<file path="src/rtl/iq_fifo_writer.sv">
// Writer end of the I/Q sample FIFO.
// Each accepted pair is written as two back-to-back bytes, I then Q.
module iq_fifo_writer #(
    parameter int FIFO_DEPTH  = 256,
    parameter int USEDW_WIDTH = 8
) (
    input  logic                   clk,
    input  logic                   rst,
    input  logic                   enable,
    input  logic                   s_valid,
    output logic                   s_ready,
    input  logic [7:0]             s_i,
    input  logic [7:0]             s_q,
    input  logic                   fifo_full,
    input  logic [USEDW_WIDTH-1:0] fifo_usedw,
    output logic                   fifo_wr,
    output logic [7:0]             fifo_data_in,
    output logic [15:0]            pairs_written,
    output logic                   overflow_err
);

    typedef enum logic [1:0] {
        S_IDLE = 2'b01,
        S_I    = 2'b10
    } state_t;

    // Margin of 4: an uncounted Q byte, the new pair, and one byte of slack.
    localparam logic [USEDW_WIDTH-1:0] ROOM_MAX = USEDW_WIDTH'(FIFO_DEPTH - 4);

    state_t      state;
    state_t      state_nxt;
    logic        wr_nxt;
    logic [7:0]  data_nxt;
    logic [7:0]  q_hold;
    logic [7:0]  q_hold_nxt;
    logic [15:0] cnt_nxt;
    logic        room;

    // usedw wraps to 0 when full, so fifo_full must gate the level test.
    assign room    = !fifo_full && (fifo_usedw <= ROOM_MAX);
    assign s_ready = enable && room && (state == S_IDLE);

    // Next-state and next-output decode; Q always follows I unconditionally.
    always_comb begin
        state_nxt  = state;
        wr_nxt     = 1'b0;
        data_nxt   = fifo_data_in;
        q_hold_nxt = q_hold;
        cnt_nxt    = pairs_written;
        case (state)
            S_IDLE: begin
                if (s_valid && s_ready) begin
                    wr_nxt     = 1'b1;
                    data_nxt   = s_i;
                    q_hold_nxt = s_q;
                    state_nxt  = S_I;
                end
            end
            S_I: begin
                wr_nxt    = 1'b1;
                data_nxt  = q_hold;
                cnt_nxt   = pairs_written + 16'd1;
                state_nxt = S_IDLE;
            end
            default: begin
                state_nxt = S_IDLE;
            end
        endcase
    end

    // State and registered write port; overflow flag is sticky until reset.
    always_ff @(posedge clk) begin
        if (rst) begin
            state         <= S_IDLE;
            fifo_wr       <= 1'b0;
            fifo_data_in  <= 8'd0;
            q_hold        <= 8'd0;
            pairs_written <= 16'd0;
            overflow_err  <= 1'b0;
        end else begin
            state         <= state_nxt;
            fifo_wr       <= wr_nxt;
            fifo_data_in  <= data_nxt;
            q_hold        <= q_hold_nxt;
            pairs_written <= cnt_nxt;
            overflow_err  <= overflow_err | (fifo_wr & fifo_full);
        end
    end

endmodule

</file>
<file path="config.mk">
export PLATFORM = sky130hd
export DESIGN_NAME = iq_fifo_writer
export DESIGN_NICKNAME = d
export VERILOG_FILES = /design/src/rtl/iq_fifo_writer.sv
export SDC_FILE = /design/constraint.sdc
export NUM_CORES = 1
export LEC_CHECK = 0
export ABC_AREA = 1
export CAP_MARGIN = 40
export CORE_MARGIN = 2
export CORE_UTILIZATION = 35
export DETAILED_ROUTE_END_ITERATION = 7
export MAX_ROUTING_LAYER = met4
export PLACE_DENSITY = 0.68
export SETUP_SLACK_MARGIN = 0.02
export SLEW_MARGIN = 20
export SYNTH_ARGS = -nofsm -noshare
export SYNTH_HDL_FRONTEND = slang
export SYNTH_SLANG_ARGS = --single-unit
</file>
<file path="constraint.sdc">
create_clock -name clk -period 1.8 [get_ports clk]
set_input_delay 0.18 -clock clk [delete_from_list [all_inputs] [get_ports clk]]
set_output_delay 0.18 -clock clk [all_outputs]
set_load 0.01 [all_outputs]
</file>
==> results of run 1 <==
[path summary, 6_finish.rpt]
kind / cells after the start / startpoint / to
setup / recovery: 6 / state[1]$_SDFFE_PP0P_ / s_ready
hold / removal: 3 / s_q[5] / q_hold[5]$_SDFFE_PP0P_
setup reg to reg: 5 / state[0]$_SDFFE_PP1P_ / fifo_data_in[1]$_SDFFE_PP0P_
hold reg to reg: 2 / state[0]$_SDFFE_PP1P_ / state[0]$_SDFFE_PP1P_
[cells by family (layout without fill, tap and decap cells)]
logic type | after synthesis | in the layout | share of synthesized area (%)
AOI/OAI and AO/OA | 42 | 42 | 12.7
adders and majority gates | 3 | 3 | 2.13
and+or+nand+nor | 125 | 125 | 32.3
xor gates and xnor gates | 1 | 1 | 0.498
DFF | 36 | 36 | 41.0
buffers and inverters | 46 | 103 | 11.4
[per-layer routing]
layer | wire [um] | vias up | track usage (%)
li1 | - | 895 | -
met1 | 1840 | 709 | 18.4
met2 | 1730 | 46 | 25.0
met3 | 286 | 6 | 3.21
met4 | 48 | 0 | 6.15
met5 | 0 | - | -
[worst min-delay path, cell delays in order]
cell	delay, ns
sky130_fd_sc_hd__clkdlybuf4s50_1	0.39
sky130_fd_sc_hd__nor2_1	0.10
sky130_fd_sc_hd__nor2_1	0.05
[power groups by stage]
stage / Clock [mW] / Combinational, mW / Sequential [mW]
6_report: 0.698 / 0.205 / 0.832
5_1_grt: 0.747 / 0.232 / 0.835
4_1_cts: 0.716 / 0.207 / 0.832
3_5_place_dp: 0 / 0.206 / 0.851
3_3_place_gp: 0 / 0.204 / 0.850
2_1_floorplan: 0 / 0.0952 / 0.855
[synthesized netlist by cell type, drive strengths merged (3+ instances only)]
master	number
nand2	58
ha	3
buf	8
nand3	18
inv	36
a21oi	21
dfxtp	36
o21ai	17
nor2	45
[layout make-up]
cell class | count | share of cell area, %
multi-input cells | 171 | 34.1
flip-flops and latches | 36 | 29.3
repair buffers | 58 | 23.2
inverters | 37 | 5.64
well taps | 67 | 3.41
clock buffers | 6 | 2.95
clock inverters | 2 | 1.42
[metrics by stage]
step	setup WS [ns]	power, mW	hold WS (ns)	cell area [um2]	util [%]
after floorplan	0.471	0.950	0.252	1760	-
after global placement	0.107	1.05	0.457	2350	49.2
after detailed placement	0.0866	1.06	0.465	2350	49.2
after CTS	0.167	1.75	0.465	2460	51.4
after global routing	0.0327	1.81	0.480	2460	51.4
final	0.169	1.74	0.465	2460	51.4
[state kept, by name, summed over array words and instances, names as in the netlist]
register and cells:
pairs_written 16, fifo_data_in 8, q_hold 8, state 2
fifo_wr 1, overflow_err 1
[layout by cell type (no fill, tap or decap)]
cell	Yosys	final
sky130_fd_sc_hd__o21bai_2	1	1
sky130_fd_sc_hd__o31ai_1	1	1
sky130_fd_sc_hd__nand2_2	2	2
sky130_fd_sc_hd__nor2_2	2	2
sky130_fd_sc_hd__clkbuf_1	1	1
sky130_fd_sc_hd__buf_4	2	3
sky130_fd_sc_hd__o21ai_0	16	16
sky130_fd_sc_hd__inv_1	35	35
sky130_fd_sc_hd__xnor2_1	1	1
sky130_fd_sc_hd__nand4_1	1	1
sky130_fd_sc_hd__or2_2	1	1
sky130_fd_sc_hd__clkbuf_8	0	5
sky130_fd_sc_hd__nor2_4	3	3
sky130_fd_sc_hd__nand3_1	14	14
sky130_fd_sc_hd__nor2_1	40	40
sky130_fd_sc_hd__bufinv_16	0	1
sky130_fd_sc_hd__inv_2	1	1
sky130_fd_sc_hd__dfxtp_1	36	36
sky130_fd_sc_hd__o21ai_1	1	1
sky130_fd_sc_hd__a21boi_1	1	1
sky130_fd_sc_hd__clkinv_2	0	1
sky130_fd_sc_hd__nand2_1	56	56
sky130_fd_sc_hd__clkinv_1	1	1
sky130_fd_sc_hd__a211oi_1	1	1
sky130_fd_sc_hd__nand3_4	2	2
sky130_fd_sc_hd__ha_1	3	3
sky130_fd_sc_hd__clkdlybuf4s50_1	0	54
sky130_fd_sc_hd__and2_1	1	1
sky130_fd_sc_hd__dlygate4sd2_1	0	1
sky130_fd_sc_hd__a21oi_1	21	21
sky130_fd_sc_hd__nand3_2	2	2
sky130_fd_sc_hd__nor3_1	1	1
[timing repair]
item / in CTS / in global routing
buffers inserted: 0 / 0
endpoints found under the setup margin: 1 / 0
resized for setup: 1 / 0
==> report_table.html, run 1 <==
<table>
<tr><th>Metric</th><th>Value</th></tr>
<tr><th colspan="2">Die</th></tr>
<tr><td>Die extent in x</td><td>74.9 um</td></tr>
<tr><td>Area of the core</td><td>0.00479 mm2</td></tr>
<tr><td>Die ar.</td><td>0.00561 mm2</td></tr>
<tr><td>Initial Utilization</td><td>36.8%</td></tr>
<tr><td>Vertical extent of the die</td><td>74.9 um</td></tr>
<tr><td>Number of top-level design ports</td><td>56</td></tr>
<tr><td>Placement row count</td><td>25</td></tr>
<tr><th colspan="2">Setup path</th></tr>
<tr><td>Arrival time at the worst endpoint</td><td>1.45 ns</td></tr>
<tr><td>Worst Setup End Kind</td><td>primary output</td></tr>
<tr><td>Worst stage delay on the critical path</td><td>0.34 ns</td></tr>
<tr><td>Critical Path Slowest Stage Cell</td><td>sky130_fd_sc_hd__dfxtp_1</td></tr>
<tr><td>Number of buffer and inverter instances along the worst setup path</td><td>3</td></tr>
<tr><td>Maximum fanout along the worst path</td><td>3</td></tr>
<tr><td>Top Family by Delay on Critical Path</td><td>buffers and inverters</td></tr>
<tr><td>Type of the worst setup path</td><td>reg2out</td></tr>
<tr><td>Crit path cell chain</td><td>inv_1 -&gt; ha_1 -&gt; inv_1 -&gt; nor2_2 -&gt; and2_1 -&gt; dlygate4sd2_1</td></tr>
<tr><td>Startpoint class of the critical path</td><td>register</td></tr>
<tr><td>Critical path's most frequent cell</td><td>sky130_fd_sc_hd__inv_1</td></tr>
<tr><td>Worst-case register-to-register setup slack</td><td>0.27 ns</td></tr>
<tr><td>Critical path required time</td><td>1.62 ns</td></tr>
<tr><th colspan="2">Cells and area</th></tr>
<tr><td>Multi-input combinational cell area</td><td>838 um2</td></tr>
<tr><td># diodes</td><td>0</td></tr>
<tr><td>Final instance count without filler cells</td><td>377</td></tr>
<tr><td>Total area of sequential cells</td><td>721 um2</td></tr>
<tr><td>Fraction of final layout cells sized beyond drive strength 1</td><td>7.74%</td></tr>
<tr><td>Final-layout fill cell count</td><td>475</td></tr>
<tr><td>Final net count</td><td>341</td></tr>
<tr><td>Area delta synth-&gt;final</td><td>39.9%</td></tr>
<tr><th colspan="2">Timing</th></tr>
<tr><td>Maximum clock rate</td><td>0.613 GHz</td></tr>
<tr><td>Worst clock skew</td><td>0.00392 ns</td></tr>
<tr><td>Post-route minimum period</td><td>1.63 ns</td></tr>
<tr><td>Final-report max-slew violation count</td><td>0</td></tr>
<tr><td>Portion of the clock cycle consumed by the worst path in the final layout</td><td>90.6%</td></tr>
<tr><td>RSZ-0062 raised after global routing</td><td>no</td></tr>
<tr><td>Number of failing hold endpoints at the final stage</td><td>0</td></tr>
<tr><td>Final setup TNS</td><td>0 ns</td></tr>
<tr><td>Transition time at the pin with the least slew margin</td><td>0.496 ns</td></tr>
<tr><td>Final Setup Violations</td><td>0</td></tr>
<tr><td>Slew headroom</td><td>66.8%</td></tr>
<tr><th colspan="2">Pwr</th></tr>
<tr><td>Pwr dens</td><td>705 mW/mm2</td></tr>
<tr><td>Part of the power in the clock network</td><td>40.2%</td></tr>
<tr><td>IR drop worst, VDD</td><td>0.323 mV</td></tr>
<tr><td>Relative contribution of combinational cells to total power</td><td>11.8%</td></tr>
<tr><td>Static leakage</td><td>1.07 nW</td></tr>
<tr><td>Net Sw Power</td><td>0.387 mW</td></tr>
<tr><td>Switching power share of the total</td><td>22.3%</td></tr>
<tr><td>Power Internal</td><td>1.35 mW</td></tr>
<tr><td>Power share of the sequential group</td><td>48.0%</td></tr>
<tr><th colspan="2">Routing</th></tr>
<tr><td>Router iterations before antenna repair</td><td>4</td></tr>
<tr><td>Final WL</td><td>3.91 mm</td></tr>
<tr><td>Average routed wire per standard cell</td><td>10.4 um</td></tr>
<tr><td>Remaining DRCs</td><td>0</td></tr>
<tr><td>Post-route antenna net violation count</td><td>0</td></tr>
<tr><td>Total via count in the routed design</td><td>1656</td></tr>
<tr><td>Via-per-instance ratio</td><td>4.39</td></tr>
<tr><td>Detailed Route Iter0 Violations</td><td>82</td></tr>
<tr><th colspan="2">Yosys</th></tr>
<tr><td>Unique masters post-synth</td><td>29</td></tr>
<tr><td>Area leader, netlist</td><td>sky130_fd_sc_hd__dfxtp_1</td></tr>
<tr><td>Sequential cell area fraction in the yosys report</td><td>41.0%</td></tr>
<tr><td>Register bit total from synthesis</td><td>36</td></tr>
<tr><td>Synthesized netlist net count</td><td>285</td></tr>
<tr><td>Post-Syn Instances</td><td>253</td></tr>
<tr><td>Summed instance area of the synthesized netlist</td><td>0.00176 mm2</td></tr>
<tr><td>Async S/R FF share, synth</td><td>0%</td></tr>
<tr><td>Main synth FF type</td><td>sky130_fd_sc_hd__dfxtp_1</td></tr>
<tr><td>Synth warn</td><td>0</td></tr>
<tr><td>Synthesized area per cell</td><td>6.95 um2</td></tr>
<tr><td>Number of flops mapped to enable cells by yosys</td><td>0</td></tr>
<tr><td>Portion of synthesized cell area occupied by the leading cell type</td><td>41.0%</td></tr>
<tr><td>Area contributors post-synth</td><td>sky130_fd_sc_hd__dfxtp_1 41%, sky130_fd_sc_hd__nand2_1 12%, sky130_fd_sc_hd__nor2_1 8.5%</td></tr>
<tr><th colspan="2">Global route</th></tr>
<tr><td>Largest net degree at the start of global routing</td><td>36</td></tr>
<tr><td>Remaining global-route overflow</td><td>0</td></tr>
<tr><td>Via count of the first global-routing pass</td><td>1569</td></tr>
<tr><td>Antenna violations before repair</td><td>0</td></tr>
<tr><td>Total routing resource utilization after global routing</td><td>15.3%</td></tr>
<tr><td>Wire length of the first global-routing pass</td><td>6.51 mm</td></tr>
<tr><th colspan="2">Place</th></tr>
<tr><td>Routability congestion estimate from global placement</td><td>0.757</td></tr>
<tr><td>Instance count after placement with tap cells included</td><td>369</td></tr>
<tr><td>HPWL after DPL</td><td>2.82 mm</td></tr>
<tr><td>Port bufs</td><td>55</td></tr>
<tr><th colspan="2">Clocking</th></tr>
<tr><td>Clock sink count</td><td>36</td></tr>
<tr><td>Clk Latency, worst-skew pair</td><td>0.29 ns</td></tr>
<tr><td>Buffer type at the clock tree root</td><td>sky130_fd_sc_hd__clkbuf_8</td></tr>
<tr><td>Number of hold-repair buffers added at the cts stage</td><td>0</td></tr>
<tr><td>Number of clock buffers inserted by TritonCTS</td><td>5</td></tr>
<tr><td>CTS H-tree depth</td><td>2</td></tr>
<tr><td>CTS tree</td><td>done</td></tr>
<tr><td>Clock transition time at the flip-flop clock pins of the worst setup and hold paths</td><td>0.07 ns</td></tr>
<tr><td>Maximum buffer depth of the clock tree</td><td>2</td></tr>
<tr><th colspan="2">Hold path</th></tr>
<tr><td>Hold Crit Class</td><td>in2reg</td></tr>
<tr><th colspan="2">Status</th></tr>
<tr><td>Result of the run</td><td>finished clean</td></tr>
<tr><th colspan="2">Run</th></tr>
<tr><td>Maximum Capacitance Violations</td><td>0</td></tr>
</table>
Power figures use the tool's default switching activity.
==> run 2, diff against run 1 <==
SKIP_LAST_GASP = 1   (was default)
clock period = 2.1 ns   (was 1.8 ns; I/O delays follow)
==> report_table.html, run 2 (synthesis gave the netlist of run 1 again) <==
<table>
<tr><th>Metric</th><th>Value</th></tr>
<tr><th colspan="2">Status</th></tr>
<tr><td>Result of the run</td><td>finished clean (unchanged)</td></tr>
<tr><th colspan="2">Setup path</th></tr>
<tr><td>Worst-case register-to-register setup slack</td><td>0.57 ns (was 0.27 ns)</td></tr>
<tr><td>Critical path required time</td><td>1.89 ns (was 1.62 ns)</td></tr>
<tr><td>Number of cells traversed by the worst register-to-register path</td><td>5 (unchanged)</td></tr>
<tr><td>Worst Setup End Kind</td><td>primary output (unchanged)</td></tr>
<tr><td>Startpoint of the most critical register-to-register path</td><td>state[0]$_SDFFE_PP1P_ (unchanged)</td></tr>
<tr><td>Maximum fanout along the worst path</td><td>3 (unchanged)</td></tr>
<tr><td>Startpoint class of the critical path</td><td>register (unchanged)</td></tr>
<tr><td>Arrival time at the worst endpoint</td><td>1.71 ns (was 1.45 ns)</td></tr>
<tr><td>Reg-to-reg endpoint</td><td>fifo_data_in[5]$_SDFFE_PP0P_ (was fifo_data_in[1]$_SDFFE_PP0P_)</td></tr>
<tr><td>Type of the worst setup path</td><td>reg2out (unchanged)</td></tr>
<tr><th colspan="2">Cells and area</th></tr>
<tr><td>Final net count</td><td>340 (was 341)</td></tr>
<tr><td>Area delta synth-&gt;final</td><td>37.8% (was 39.9%)</td></tr>
<tr><td>Fraction of final layout cells sized beyond drive strength 1</td><td>7.14% (was 7.74%)</td></tr>
<tr><td>Highest-count cells in the layout ignoring fill and taps</td><td>56 x sky130_fd_sc_hd__nand2_1, 55 x sky130_fd_sc_hd__clkdlybuf4s50_1, 40 x sky130_fd_sc_hd__nor2_1, 36 x sky130_fd_sc_hd__dfxtp_1, 35 x sky130_fd_sc_hd__inv_1 (was 56 x sky130_fd_sc_hd__nand2_1, 54 x sky130_fd_sc_hd__clkdlybuf4s50_1, 40 x sky130_fd_sc_hd__nor2_1, 36 x sky130_fd_sc_hd__dfxtp_1, 35 x sky130_fd_sc_hd__inv_1)</td></tr>
<tr><td>Register name with the most flops</td><td>pairs_written (unchanged)</td></tr>
<tr><td># diodes</td><td>0 (unchanged)</td></tr>
<tr><td>Number of flip-flops in the largest register</td><td>16 (unchanged)</td></tr>
<tr><td>Share of the core filled with cells</td><td>50.7% (was 51.4%)</td></tr>
<tr><td>Largest registers</td><td>pairs_written x16, fifo_data_in x8, q_hold x8 (unchanged)</td></tr>
<tr><td>Most common cell after layout, fill and taps aside</td><td>sky130_fd_sc_hd__nand2_1 (unchanged)</td></tr>
<tr><th colspan="2">Clocking</th></tr>
<tr><td>Post-CTS Setup Repair Bufs</td><td>0 (unchanged)</td></tr>
<tr><td>Number of hold-repair buffers added at the cts stage</td><td>0 (unchanged)</td></tr>
<tr><td>CTS H-tree depth</td><td>2 (unchanged)</td></tr>
<tr><td>Clock sink count</td><td>36 (unchanged)</td></tr>
<tr><td>CTS tree</td><td>done (unchanged)</td></tr>
<tr><td>Post-cts gate resize count</td><td>0 (was 1)</td></tr>
<tr><td>Maximum buffer depth of the clock tree</td><td>2 (unchanged)</td></tr>
<tr><td>Clock transition time at the flip-flop clock pins of the worst setup and hold paths</td><td>0.06 ns (was 0.07 ns)</td></tr>
<tr><td>Clk Latency, worst-skew pair</td><td>0.28 ns (was 0.29 ns)</td></tr>
<tr><td>Buffer type at the clock tree root</td><td>sky130_fd_sc_hd__clkbuf_8 (unchanged)</td></tr>
<tr><td>Number of clock buffers inserted by TritonCTS</td><td>5 (unchanged)</td></tr>
<tr><th colspan="2">Timing</th></tr>
<tr><td>Slew headroom</td><td>67.0% (was 66.8%)</td></tr>
<tr><td>Maximum clock rate</td><td>0.521 GHz</td></tr>
<tr><td>Final Worst Setup Slack</td><td>0.180 ns (was 0.169 ns)</td></tr>
<tr><td>Portion of the clock cycle consumed by the worst path in the final layout</td><td>91.4%</td></tr>
<tr><td>Post-route minimum period</td><td>1.92 ns</td></tr>
<tr><td>Worst clock skew</td><td>0.00435 ns (was 0.00392 ns)</td></tr>
<tr><td>Final-report max-slew violation count</td><td>0 (unchanged)</td></tr>
<tr><td>Final setup TNS</td><td>0 ns (unchanged)</td></tr>
<tr><td>Transition time at the pin with the least slew margin</td><td>0.494 ns (was 0.496 ns)</td></tr>
<tr><td>Number of failing hold endpoints at the final stage</td><td>0 (unchanged)</td></tr>
<tr><td>RSZ-0062 raised after global routing</td><td>no (unchanged)</td></tr>
<tr><td>Fin Hold WS</td><td>0.477 ns (was 0.465 ns)</td></tr>
<tr><td>Final Setup Violations</td><td>0 (unchanged)</td></tr>
<tr><th colspan="2">Routing</th></tr>
<tr><td>Via-per-instance ratio</td><td>4.37 (was 4.39)</td></tr>
<tr><td>Final WL</td><td>3.76 mm (was 3.91 mm)</td></tr>
<tr><td>Detailed Route Iter0 Violations</td><td>74 (was 82)</td></tr>
<tr><td>Total via count in the routed design</td><td>1638 (was 1656)</td></tr>
<tr><td>Remaining DRCs</td><td>0 (unchanged)</td></tr>
<tr><td>Average routed wire per standard cell</td><td>10.0 um (was 10.4 um)</td></tr>
<tr><td>Post-route antenna net violation count</td><td>0 (unchanged)</td></tr>
<tr><td>Router iterations before antenna repair</td><td>4 (unchanged)</td></tr>
<tr><th colspan="2">Place</th></tr>
<tr><td>Routability congestion estimate from global placement</td><td>0.755 (was 0.757)</td></tr>
<tr><td>Port bufs</td><td>55 (unchanged)</td></tr>
<tr><td>Worst-case setup slack after placement</td><td>0.308 ns (was 0.0866 ns)</td></tr>
<tr><td>HPWL after DPL</td><td>2.71 mm (was 2.82 mm)</td></tr>
<tr><th colspan="2">Global route</th></tr>
<tr><td>Total routing resource utilization after global routing</td><td>14.4% (was 15.3%)</td></tr>
<tr><td>Remaining global-route overflow</td><td>0 (unchanged)</td></tr>
<tr><td>Largest net degree at the start of global routing</td><td>36 (unchanged)</td></tr>
<tr><td>Via count of the first global-routing pass</td><td>1486 (was 1569)</td></tr>
<tr><td>Wire length of the first global-routing pass</td><td>6.16 mm (was 6.51 mm)</td></tr>
<tr><td>Antenna violations before repair</td><td>0 (unchanged)</td></tr>
<tr><th colspan="2">Pwr</th></tr>
<tr><td>IR drop worst, VDD</td><td>0.259 mV (was 0.323 mV)</td></tr>
<tr><td>Static leakage</td><td>1.05 nW (was 1.07 nW)</td></tr>
<tr><td>Total Power</td><td>1.34 mW (was 1.74 mW)</td></tr>
<tr><td>Pwr dens</td><td>554 mW/mm2 (was 705 mW/mm2)</td></tr>
<tr><th colspan="2">Die</th></tr>
<tr><td>Vertical extent of the die</td><td>74.9 um (unchanged)</td></tr>
<tr><td>Placement row count</td><td>25 (unchanged)</td></tr>
<tr><td>Die extent in x</td><td>74.9 um (unchanged)</td></tr>
<tr><td>Area of the core</td><td>0.00479 mm2 (unchanged)</td></tr>
<tr><td>Die ar.</td><td>0.00561 mm2 (unchanged)</td></tr>
<tr><td>Initial Utilization</td><td>36.8% (unchanged)</td></tr>
<tr><td>Number of top-level design ports</td><td>56 (unchanged)</td></tr>
<tr><th colspan="2">Hold path</th></tr>
<tr><td>Worst hold path cell count</td><td>2 (was 3)</td></tr>
<tr><td>Source of the worst hold timing path</td><td>state[0]$_SDFFE_PP1P_ (was s_q[5])</td></tr>
<tr><td>Hold Crit Class</td><td>reg2reg (was in2reg)</td></tr>
<tr><td>Destination of the worst hold path</td><td>state[0]$_SDFFE_PP1P_ (was q_hold[5]$_SDFFE_PP0P_)</td></tr>
<tr><th colspan="2">Run</th></tr>
<tr><td>Maximum Capacitance Violations</td><td>0 (unchanged)</td></tr>
</table>
## run 2: layout make-up
class	instances	area, um2
Fill cell	510	2360
Tap cell	67	83.8
Clock inverter	1	5.00
Clock buffer	6	72.6
Multi-Input combinational cell	171	838
Timing Repair Buffer	57	566
Sequential cell	36	721
Inverter	37	139
## run 2: metal layers
| metal | GRT usage (%) | wire, um | part of all wire (%) |
|---|---|---|---|
| met4 | 3.57 | 17 | 0.45 |
| met2 | 23.8 | 1700 | 45 |
| met1 | 17.1 | 1750 | 47 |
| met5 | - | 0 | 0 |
| met3 | 4.42 | 299 | 7.9 |
## run 2: critical path, cell delays in order, from the launching register on
cell and delay, ns:
sky130_fd_sc_hd__dfxtp_1 0.31, sky130_fd_sc_hd__inv_1 0.07, sky130_fd_sc_hd__ha_1 0.14, sky130_fd_sc_hd__inv_1 0.07
sky130_fd_sc_hd__nor2_2 0.16, sky130_fd_sc_hd__and2_1 0.14, sky130_fd_sc_hd__clkdlybuf4s50_1 0.53
## run 2: report_power, final
part	leakage (nW)	internal [mW]	switching, mW	total, mW
Combinational	0.719	0.0987	0.0757	0.174
Clock	0.0410	0.225	0.231	0.457
Sequential	0.292	0.704	0.00890	0.713
Total	1.05	1.03	0.316	1.34
## run 2: worst max-delay path by stage
stage	startpoint	end	slack, ns	depth (start not counted)
2_1_floorplan	state[0]$_SDFFE_PP1P_	fifo_data_in[0]$_SDFFE_PP0P_	0.77	8
6_report	state[1]$_SDFFE_PP0P_	s_ready	0.18	6
5_1_grt	state[1]$_SDFFE_PP0P_	s_ready	0.04	6
4_1_cts	state[1]$_SDFFE_PP0P_	s_ready	0.16	6
3_3_place_gp	fifo_full	s_ready	0.35	6
3_5_place_dp	fifo_usedw[3]	s_ready	0.31	6
## run 2: stage by stage
stage,cell area (um2),std cells
floorplan,1760,253
global placement,2350,368
detailed placement,2350,368
CTS,2420,375
global route,2420,375
finish,2420,375
==> run 3, diff against run 2 <==
==> constraint.sdc (replaced) <==
create_clock -name clk -period 2.1 [get_ports clk]
set_input_delay 0.63 -clock clk [delete_from_list [all_inputs] [get_ports clk]]
set_output_delay 0.63 -clock clk [all_outputs]
set_load 0.01 [all_outputs]
==> report_table.html, run 3 (synthesis gave the netlist of run 1 again) <==
<table>
<tr><th>Metric</th><th>Value</th></tr>
<tr><th colspan="2">Status</th></tr>
<tr><td>Result of the run</td><td>finished clean (unchanged)</td></tr>
<tr><th colspan="2">Clocking</th></tr>
<tr><td>Maximum buffer depth of the clock tree</td><td>2 (unchanged)</td></tr>
<tr><td>CTS H-tree depth</td><td>2 (unchanged)</td></tr>
<tr><td>Clk Latency, worst-skew pair</td><td>0.29 ns (was 0.28 ns)</td></tr>
<tr><td>CTS tree</td><td>done (unchanged)</td></tr>
<tr><td>Buffer type at the clock tree root</td><td>sky130_fd_sc_hd__clkbuf_8 (unchanged)</td></tr>
<tr><td>Clock sink count</td><td>36 (unchanged)</td></tr>
<tr><td>Number of clock buffers inserted by TritonCTS</td><td>5 (unchanged)</td></tr>
<tr><td>Number of hold-repair buffers added at the cts stage</td><td>0 (unchanged)</td></tr>
<tr><td>Clock transition time at the flip-flop clock pins of the worst setup and hold paths</td><td>0.07 ns (was 0.06 ns)</td></tr>
<tr><th colspan="2">Setup path</th></tr>
<tr><td>Startpoint class of the critical path</td><td>input port (was register)</td></tr>
<tr><td>Worst-case register-to-register setup slack</td><td>0.35 ns (was 0.57 ns)</td></tr>
<tr><td>Worst setup startpoint</td><td>fifo_full (was state[1]$_SDFFE_PP0P_)</td></tr>
<tr><td>Critical Path Slowest Stage Cell</td><td>sky130_fd_sc_hd__dlygate4sd2_1 (was sky130_fd_sc_hd__clkdlybuf4s50_1)</td></tr>
<tr><td>Number of buffer and inverter instances along the worst setup path</td><td>3 (unchanged)</td></tr>
<tr><td>End point of the critical path</td><td>s_ready (unchanged)</td></tr>
<tr><td>Number of cells traversed by the worst register-to-register path</td><td>13 (was 5)</td></tr>
<tr><td>Logic depth of the worst path, buffers included</td><td>6 (unchanged)</td></tr>
<tr><td>Worst Setup End Kind</td><td>primary output (unchanged)</td></tr>
<tr><td>Reg-to-reg endpoint</td><td>fifo_data_in[3]$_SDFFE_PP0P_ (was fifo_data_in[5]$_SDFFE_PP0P_)</td></tr>
<tr><td>Worst stage delay on the critical path</td><td>0.24 ns (was 0.53 ns)</td></tr>
<tr><td>Type of the worst setup path</td><td>in2out (was reg2out)</td></tr>
<tr><td>Critical path required time</td><td>1.47 ns (was 1.89 ns)</td></tr>
<tr><td>Arrival time at the worst endpoint</td><td>1.33 ns (was 1.71 ns)</td></tr>
<tr><td>Startpoint of the most critical register-to-register path</td><td>state[1]$_SDFFE_PP0P_ (was state[0]$_SDFFE_PP1P_)</td></tr>
<tr><td>Maximum fanout along the worst path</td><td>2 (was 3)</td></tr>
<tr><td>Crit path cell chain</td><td>dlygate4sd2_1 -&gt; inv_1 -&gt; nand2_1 -&gt; nor2_2 -&gt; and2_1 -&gt; buf_2 (was inv_1 -&gt; ha_1 -&gt; inv_1 -&gt; nor2_2 -&gt; and2_1 -&gt; clkdlybuf4s50_1)</td></tr>
<tr><td>Top Family by Delay on Critical Path</td><td>buffers and inverters (unchanged)</td></tr>
<tr><th colspan="2">Cells and area</th></tr>
<tr><td>Final net count</td><td>352 (was 340)</td></tr>
<tr><td>Final instance count without filler cells</td><td>388 (was 375)</td></tr>
<tr><td>Highest-count cells in the layout ignoring fill and taps</td><td>56 x sky130_fd_sc_hd__nand2_1, 44 x sky130_fd_sc_hd__clkdlybuf4s50_1, 40 x sky130_fd_sc_hd__nor2_1, 36 x sky130_fd_sc_hd__dfxtp_1, 35 x sky130_fd_sc_hd__inv_1 (was 56 x sky130_fd_sc_hd__nand2_1, 55 x sky130_fd_sc_hd__clkdlybuf4s50_1, 40 x sky130_fd_sc_hd__nor2_1, 36 x sky130_fd_sc_hd__dfxtp_1, 35 x sky130_fd_sc_hd__inv_1)</td></tr>
<tr><td>Largest registers</td><td>pairs_written x16, fifo_data_in x8, q_hold x8 (unchanged)</td></tr>
<tr><td>Area of all placed cells without fillers</td><td>0.00259 mm2 (was 0.00242 mm2)</td></tr>
<tr><td>Most common cell after layout, fill and taps aside</td><td>sky130_fd_sc_hd__nand2_1 (unchanged)</td></tr>
<tr><td># diodes</td><td>0 (unchanged)</td></tr>
<tr><td>Fraction of final layout cells sized beyond drive strength 1</td><td>11.5% (was 7.14%)</td></tr>
<tr><td>Register name with the most flops</td><td>pairs_written (unchanged)</td></tr>
<tr><td>Area delta synth-&gt;final</td><td>47.3% (was 37.8%)</td></tr>
<tr><td>Number of flip-flops in the largest register</td><td>16 (unchanged)</td></tr>
<tr><th colspan="2">Die</th></tr>
<tr><td>Placement row count</td><td>25 (unchanged)</td></tr>
<tr><td>Die ar.</td><td>0.00561 mm2 (unchanged)</td></tr>
<tr><td>Die extent in x</td><td>74.9 um (unchanged)</td></tr>
<tr><td>Initial Utilization</td><td>36.8% (unchanged)</td></tr>
<tr><td>Area of the core</td><td>0.00479 mm2 (unchanged)</td></tr>
<tr><td>Vertical extent of the die</td><td>74.9 um (unchanged)</td></tr>
<tr><td>Number of top-level design ports</td><td>56 (unchanged)</td></tr>
<tr><th colspan="2">Global route</th></tr>
<tr><td>Via count of the first global-routing pass</td><td>1631 (was 1486)</td></tr>
<tr><td>Total routing resource utilization after global routing</td><td>15.7% (was 14.4%)</td></tr>
<tr><td>Antenna violations before repair</td><td>0 (unchanged)</td></tr>
<tr><td>Remaining global-route overflow</td><td>0 (unchanged)</td></tr>
<tr><td>Wire length of the first global-routing pass</td><td>6.59 mm (was 6.16 mm)</td></tr>
<tr><td>Largest net degree at the start of global routing</td><td>25 (was 36)</td></tr>
<tr><th colspan="2">Routing</th></tr>
<tr><td>Via-per-instance ratio</td><td>4.43 (was 4.37)</td></tr>
<tr><td>Post-route antenna net violation count</td><td>0 (unchanged)</td></tr>
<tr><td>Total via count in the routed design</td><td>1719 (was 1638)</td></tr>
<tr><td>Final WL</td><td>4.03 mm (was 3.76 mm)</td></tr>
<tr><td>Router iterations before antenna repair</td><td>4 (unchanged)</td></tr>
<tr><td>Remaining DRCs</td><td>0 (unchanged)</td></tr>
<tr><td>Average routed wire per standard cell</td><td>10.4 um (was 10.0 um)</td></tr>
<tr><td>Detailed Route Iter0 Violations</td><td>98 (was 74)</td></tr>
<tr><th colspan="2">Timing</th></tr>
<tr><td>Number of failing hold endpoints at the final stage</td><td>0 (unchanged)</td></tr>
<tr><td>Final-report max-slew violation count</td><td>0 (unchanged)</td></tr>
<tr><td>RSZ-0062 raised after global routing</td><td>no (unchanged)</td></tr>
<tr><td>Post-route minimum period</td><td>1.96 ns (was 1.92 ns)</td></tr>
<tr><td>Maximum clock rate</td><td>0.510 GHz (was 0.521 GHz)</td></tr>
<tr><td>Slew headroom</td><td>67.4% (was 67.0%)</td></tr>
<tr><td>Worst clock skew</td><td>0.00399 ns (was 0.00435 ns)</td></tr>
<tr><td>Final Setup Violations</td><td>0 (unchanged)</td></tr>
<tr><td>Transition time at the pin with the least slew margin</td><td>0.488 ns (was 0.494 ns)</td></tr>
<tr><td>Portion of the clock cycle consumed by the worst path in the final layout</td><td>93.5% (was 91.4%)</td></tr>
<tr><th colspan="2">Place</th></tr>
<tr><td>Routability congestion estimate from global placement</td><td>0.751 (was 0.755)</td></tr>
<tr><td>Port bufs</td><td>55 (unchanged)</td></tr>
<tr><td>Instance count after placement with tap cells included</td><td>371 (was 368)</td></tr>
<tr><td>Post-detailed-placement cell area</td><td>0.00238 mm2 (was 0.00235 mm2)</td></tr>
<tr><td>HPWL after DPL</td><td>2.80 mm (was 2.71 mm)</td></tr>
<tr><th colspan="2">Run</th></tr>
<tr><td>Maximum Capacitance Violations</td><td>0 (unchanged)</td></tr>
<tr><th colspan="2">Pwr</th></tr>
<tr><td>Static leakage</td><td>1.17 nW (was 1.05 nW)</td></tr>
<tr><td>Pwr dens</td><td>675 mW/mm2 (was 554 mW/mm2)</td></tr>
<tr><td>IR drop worst, VDD</td><td>0.432 mV (was 0.259 mV)</td></tr>
<tr><th colspan="2">Hold path</th></tr>
<tr><td>Source of the worst hold timing path</td><td>state[0]$_SDFFE_PP1P_ (unchanged)</td></tr>
<tr><td>Hold Crit Class</td><td>reg2reg (unchanged)</td></tr>
</table>
==> run 3: changes by cell type in the layout (fill, tap and decap cells not counted), sizes merged <==
cell / delta
buf: +13
clkbuf: -1
clkdlybuf4s50: -11
dlygate4sd2: +10
clkinv: -1
bufinv: +3
==> run 3: layout make-up <==
cell class,count,area [um2]
Sequential cell,36,721
Tap cell,67,83.8
Timing Repair Buffer,69,651
Clock inverter,3,90.1
Fill cell,482,2190
Clock buffer,5,68.8
Multi-Input combinational cell,171,838
Inverter,37,139
==> run 3: worst min path at each step <==
stage	end	slack [ns]	cells after the start
3_3_place_gp	overflow_err$_SDFF_PP0_	0.45	2
2_1_floorplan	state[0]$_SDFFE_PP1P_	0.44	2
3_5_place_dp	overflow_err$_SDFF_PP0_	0.46	2
4_1_cts	state[0]$_SDFFE_PP1P_	0.47	2
5_1_grt	state[0]$_SDFFE_PP1P_	0.49	2
6_report	state[0]$_SDFFE_PP1P_	0.47	2
==> run 3: metal layers <==
metal,GRT usage [%],up-vias,share of wire [%]
met5,-,-,0
met4,4.76,0,1.4
met3,4.69,6,7.6
met2,26.3,50,44
met1,18.1,746,47
li1,-,917,-
==> run 3: power by group <==
group	total, mW	internal, mW	switching, mW
Clock	0.855	0.594	0.260
Sequential	0.713	0.704	0.00880
Combinational	0.183	0.103	0.0797
==> run 3: what timing repair did <==
item	CTS	global route
buffers inserted	9	0
setup endpoints to repair	1	0
hold endpoints to repair	0	0
gates resized for setup	14	0
==> run 3: tightest hold or removal path, cell delays in order, from the launching register on <==
cell and delay, ns:
sky130_fd_sc_hd__dfxtp_1 0.33, sky130_fd_sc_hd__nand2_1 0.06, sky130_fd_sc_hd__nand2_1 0.04
==> run 3: through the flow <==
| step | hold slack [ns] | TNS, ns | power (mW) | setup slack [ns] | util [%] |
|---|---|---|---|---|---|
| after floorplan | 0.444 | 0 | 0.814 | 0.447 | - |
| after global placement | 0.451 | -0.496 | 0.908 | -0.496 | 49.8 |
| after detailed placement | 0.456 | -0.514 | 0.911 | -0.514 | 49.8 |
| after CTS | 0.472 | 0 | 1.77 | 0.129 | 54.1 |
| after global routing | 0.490 | 0 | 1.83 | 0.0578 | 54.1 |
| final | 0.469 | 0 | 1.75 | 0.137 | 54.1 |
